**src/rtl/key_arbiter_ctrl.sv**
```systemverilog
// Two-requester round-robin arbiter feeding one shared key/trigger core, with a WAIT timeout.
// Optional trigger-sequence monitor enabled by defining TROJAN_MON_EN.
module key_arbiter_ctrl #(
  parameter int unsigned TIMEOUT = 16
) (
  input  logic        clk,
  input  logic        rst,
  input  logic        req0_valid,
  input  logic [55:0] req0_key,
  input  logic [31:0] req0_trigger,
  output logic        req0_ready,
  input  logic        req1_valid,
  input  logic [55:0] req1_key,
  input  logic [31:0] req1_trigger,
  output logic        req1_ready,
  output logic        core_valid,
  output logic [55:0] core_key,
  output logic [31:0] core_trigger,
  input  logic        core_ready,
  input  logic        core_done,
  output logic [1:0]  grant,
  output logic        busy,
  output logic        err,
  output logic        alarm
);

  typedef enum logic [1:0] {
    S_IDLE  = 2'd0,
    S_ISSUE = 2'd1,
    S_WAIT  = 2'd2,
    S_LOCK  = 2'd3
  } state_t;

  localparam logic [7:0] CNT_LAST = 8'(TIMEOUT - 1);

  state_t      state_q, state_d;
  logic [7:0]  cnt_q, cnt_d;
  logic        last_q, last_d;
  logic [1:0]  grant_q, grant_d;
  logic [55:0] key_q, key_d;
  logic [31:0] trig_q, trig_d;
  logic        err_s;
  logic        sel_s;
  logic        accept_s;
  logic        lock_pend_s;
  logic [31:0] sel_trig_s;

  // Tie-break toward the requester not served last; otherwise take the only valid one.
  assign sel_s      = (req0_valid && req1_valid) ? ~last_q : req1_valid;
  assign accept_s   = (state_q == S_IDLE) && !rst && (req0_valid || req1_valid);
  assign sel_trig_s = sel_s ? req1_trigger : req0_trigger;

  assign req0_ready   = accept_s && !sel_s;
  assign req1_ready   = accept_s && sel_s;
  assign core_valid   = (state_q == S_ISSUE);
  assign core_key     = key_q;
  assign core_trigger = trig_q;
  assign grant        = grant_q;
  assign busy         = (state_q != S_IDLE);
  assign err          = err_s;

`ifdef TROJAN_MON_EN
  logic [5:0] hist_q, hist_d;
  logic       alarm_q, alarm_d;

  // History of trigger[31:30] per accepted transfer, oldest in the top bits.
  always_comb begin
    hist_d  = hist_q;
    alarm_d = alarm_q;
    if (accept_s) begin
      hist_d = {hist_q[3:0], sel_trig_s[31:30]};
      if (hist_d == 6'b01_10_11) begin
        alarm_d = 1'b1;
      end else begin
        alarm_d = alarm_q;
      end
    end else begin
      hist_d = hist_q;
    end
  end

  // Monitor state register.
  always_ff @(posedge clk or posedge rst) begin
    if (rst) begin
      hist_q  <= 6'd0;
      alarm_q <= 1'b0;
    end else begin
      hist_q  <= hist_d;
      alarm_q <= alarm_d;
    end
  end

  assign lock_pend_s = alarm_q;
  assign alarm       = alarm_q;
`else
  logic unused_trig_s;
  assign unused_trig_s = ^sel_trig_s[31:30];
  assign lock_pend_s   = 1'b0;
  assign alarm         = 1'b0;
`endif

  // Next-state, capture and timeout logic.
  always_comb begin
    state_d = state_q;
    cnt_d   = cnt_q;
    last_d  = last_q;
    grant_d = grant_q;
    key_d   = key_q;
    trig_d  = trig_q;
    err_s   = 1'b0;
    case (state_q)
      S_IDLE: begin
        if (accept_s) begin
          key_d   = sel_s ? req1_key : req0_key;
          trig_d  = sel_trig_s;
          grant_d = sel_s ? 2'b10 : 2'b01;
          state_d = S_ISSUE;
        end else begin
          state_d = S_IDLE;
        end
      end
      S_ISSUE: begin
        if (core_ready) begin
          cnt_d   = 8'd0;
          state_d = S_WAIT;
        end else begin
          state_d = S_ISSUE;
        end
      end
      S_WAIT: begin
        // A done arriving on the final count beats the timeout.
        if (core_done || (cnt_q == CNT_LAST)) begin
          err_s   = !core_done;
          last_d  = grant_q[1];
          grant_d = 2'b00;
          cnt_d   = 8'd0;
          state_d = lock_pend_s ? S_LOCK : S_IDLE;
        end else begin
          cnt_d   = cnt_q + 8'd1;
          state_d = S_WAIT;
        end
      end
      S_LOCK: begin
        state_d = S_LOCK;
      end
      default: begin
        state_d = S_IDLE;
      end
    endcase
  end

  // Control and capture registers.
  always_ff @(posedge clk or posedge rst) begin
    if (rst) begin
      state_q <= S_IDLE;
      cnt_q   <= 8'd0;
      last_q  <= 1'b1;
      grant_q <= 2'b00;
      key_q   <= 56'd0;
      trig_q  <= 32'd0;
    end else begin
      state_q <= state_d;
      cnt_q   <= cnt_d;
      last_q  <= last_d;
      grant_q <= grant_d;
      key_q   <= key_d;
      trig_q  <= trig_d;
    end
  end

endmodule
```
**config.mk**
```make
export PLATFORM = sky130hd
export DESIGN_NAME = key_arbiter_ctrl
export DESIGN_NICKNAME = d
export VERILOG_FILES = /design/src/rtl/key_arbiter_ctrl.sv
export SDC_FILE = /design/constraint.sdc
export NUM_CORES = 1
export LEC_CHECK = 0
export CORE_UTILIZATION = 38
export DETAILED_ROUTE_END_ITERATION = 6
export PLACE_DENSITY_LB_ADDON = 0.3
export SKIP_LAST_GASP = 1
export SLEW_MARGIN = 30
export SYNTH_ARGS = -nofsm -noshare
export SYNTH_HDL_FRONTEND = slang
export SYNTH_SLANG_ARGS = --single-unit
export TNS_END_PERCENT = 20
```
**constraint.sdc**
```tcl
create_clock -name clk -period 4.1 [get_ports clk]
set_input_delay 0.82 -clock clk [delete_from_list [all_inputs] [get_ports clk]]
set_output_delay 0.82 -clock clk [all_outputs]
set_load 0.02 [all_outputs]
```
==> summary.md <==
The flow ran to the end, and the final reports show no timing, DRC or antenna violations. The part of the Yosys area used for sequential elements was 0.5277. The TritonCTS buffer count was 9; the latest clock arrival within the worst-skew pair was 0.33 ns. In this run the deepest clock path goes through 2 buffers. The post-detailed-placement cell area was 7621 um^2.

The tools report the worst max-slew margin expressed relative to the limit as 0.3729. Among all cell types in the netlist, the one instantiated most often is nand2_1. Yosys printed 0 warnings. The count of antenna diodes in the layout is 0, and the xor/xnor cell area share of the yosys netlist is 0. The area share of the largest cell type after synthesis is 0.5222, and the total power density per cell area is 631.0 nW/um^2. The final-layout setup total negative slack was 0 ns. The first global-routing pass estimated 21200 um of wire. The count of unique library cells instantiated by Yosys was 38. By area, the combinational part of the netlist is dominated by multiplexers.

The run gives 4274 as the number of global-route vias before repair. 278 I/O pins were placed. The layout net count is 906, and the average wire length per cell after detail routing is 15.16 um.

At the worst endpoint, the required time is 3.28 ns. The share of final-layout standard cells stronger than drive strength 1 is 0.03857, and the detailed-routing iteration count for the pre-antenna-repair pass is 4. The average vias per placed instance is 4.766, and the hold buffer count at CTS is 0.

The mean cell area of the mapped netlist is 10.37 um^2. The proportion of synthesized flip-flops having asynchronous set or reset was 1.000. The clock drives 101 sinks. The post-placement setup slack was 0.5413 ns; the layout overhead on the synthesized area was 64.91%. The number of instances resized during post-cts repair came out at 0. The area fraction in compound gates after synthesis was 0.1170.

With fillers left out, the area of the finished cells amounts to 7903 um^2. For this run, design rule violations remaining after detail routing come to 0. The count of nets left with antenna violations once routing finished came out at 0. Post-synthesis adder-cell area fraction: 0.002611. Number of H-tree levels: 3.

The min-delay analysis places its worst path in the category reg -> reg. Kind of end point of the critical path: an output port. The dominant register cell in the synthesized netlist is dfrtp_1. The mux contribution to synthesized area came out at 0.1862. After floorplanning, the core was divided into 40 placement rows.

CTS placed an instance of clkbuf_16 at the clock tree root. Data on the critical path arrives at its endpoint at 2.73 ns. The logs give 4261 for the total via count after detailed routing and 0.2806 mV for the peak ir drop on the vdd network. The synthesized netlist net count was 645; the max-capacitance violation count was 0. The class of the most critical setup path is in -> out.

Synthesis handed over a netlist of 462 instances. Routability-driven placement finished with a final weighted congestion of 0.8628. The initial antenna violation count came out at 0.

During placement, the flow inserted port buffers numbering 276. The floorplan step defined a core boundary enclosing 12160 um^2. The worst path meets setup with 0.5481 ns of slack. For the static leakage power, the log shows 0.003485 uW.

Setup repair after global routing left no endpoint under its margin. After detailed routing, the total wire length is 13550 um. Kind of start point of the critical path: an input port. Library cell with the largest summed area after synthesis: dfrtp_1.

The clock arrives with 0.006137 ns of skew. In the synthesized netlist, the cells that appear most often are 102 x nand2_1, 100 x dfrtp_1, 88 x mux2i_1. The logs give 0 for the number of setup buffers added after CTS and 151 for the iteration-0 DRC count of the detailed router. Clock-pin slew was measured on the worst setup and hold paths at 0.06 ns. Along the worst path, the maximum fanout reaches 3.

Die boundary width: 114.3 um. The floorplan step defined a die boundary enclosing 13060 um^2. For the pin with the worst max-slew slack, the measured transition is 0.9406 ns.

The logs give 0 for the count of final setup violators and 0.2090 for the combined global-route utilization of all metal layers. From bottom edge to top edge, the die measures 114.3 um. The number of hold-slack violations in the final timing report came out at 0. The initial core utilization is 0.3940. The overall overflow remaining after global route was 0; the flip-flop and latch count after synthesis was 101. The simple-gate share of the synthesized area was 0.1185. By area the synthesized netlist is led by dfrtp_1 52%, mux2i_1 18%, o21ai_1 8.4%, nand2_1 8.0%, buf_6 2.1%.

The final HPWL from detailed placement is 10500 um, and the fraction of the cycle the final worst path needs is 0.8663. Maximum clock frequency: 0.2815 GHz. In this run the cell area of the synthesized design comes to 4792 um^2. Entering global routing, the biggest net connects 181 pins. The final count of pins violating max slew is 0. The routed design could run at a clock period as short as 3.552 ns. The number of flops mapped to enable cells by yosys came out at 0.

TritonCTS built the clock tree.
## metal layers
layer  global-route usage  vias up  wire, um  part of all wire
met5                    0        -         0                 0
met3              0.05135       15      1151             0.085
met2               0.3863      182      7104              0.52
met4              0.07013        0       223             0.016
li1                     -     2123         -                 -
met1               0.2340     1941      5073              0.37
## final cells by class
cell class                      count  area (um^2)
Clock inverter                      2        35.03
Inverter                            3        16.27
Clock buffer                       12        246.5
Sequential cell                   101         2529
Tap cell                          168        210.2
Timing Repair Buffer              281         2813
Multi-Input combinational cell    327         2053
Fill cell                         971         4259
## cells in the final DEF (no fill, tap or decap), types with 2 or more instances in the layout
master,netlist,final
nand3_1,8,8
mux2i_1,88,88
buf_4,2,4
nor2_1,4,4
or4_1,2,2
inv_1,3,2
or3_1,3,2
clkbuf_16,0,9
dfrtp_1,100,100
clkdlybuf4s50_1,0,276
and2_1,2,2
nor3_1,3,3
clkbuf_1,9,2
o21ai_0,15,15
o21ai_1,80,80
nand2_1,102,102
## worst paths after layout
check,startpoint,end,slack [ns],cells past startpoint
min in group asynchronous,rst,cnt_q[7],1.08,2
worst max register to register,last_q,core_key[36],2.14,4
max in group asynchronous,rst,core_key[32],2.38,3
worst max-delay path,core_done,err,0.55,4
worst min register to register,core_key[24],core_key[24],0.48,2
worst min-delay path,core_key[24],core_key[24],0.48,2
## registers in the layout, indices dropped and copies added (netlist names)
register	count
core_key	56
core_trigger	32
cnt_q	8
grant	2
state_q	2
last_q	1
## through the flow
step                instances  utilization  hold WS (ns)  power [uW]
floorplan                 462            -        0.4848        2977
global placement          880       0.6264        0.4667        4131
detailed placement        880       0.6266        0.4730        4217
CTS                       894       0.6498        0.4874        5041
global route              894       0.6498        0.5107        5306
finish                    894       0.6498        0.4815        4986
## cells by family after synthesis
kind of cell,after synthesis
and+or+nand+nor,132
AOI/OAI and AO/OA,104
DFF,101
muxes,89
buffers and inverters,34
adders and majority gates,1
other,1
## report_power, final
group          switching (uW)  leakage [uW]  internal [uW]
clock                     338      0.000139            483
sequential                255       0.00127           1440
combinational            1280       0.00208           1190
## critical path: stages
cell and delay (ns):
clkdlybuf4s50_1 0.48, or3b_2 0.49, nor4_1 0.29, clkdlybuf4s50_1 0.65
No activity file was read; power rests on OpenSTA's default activity.
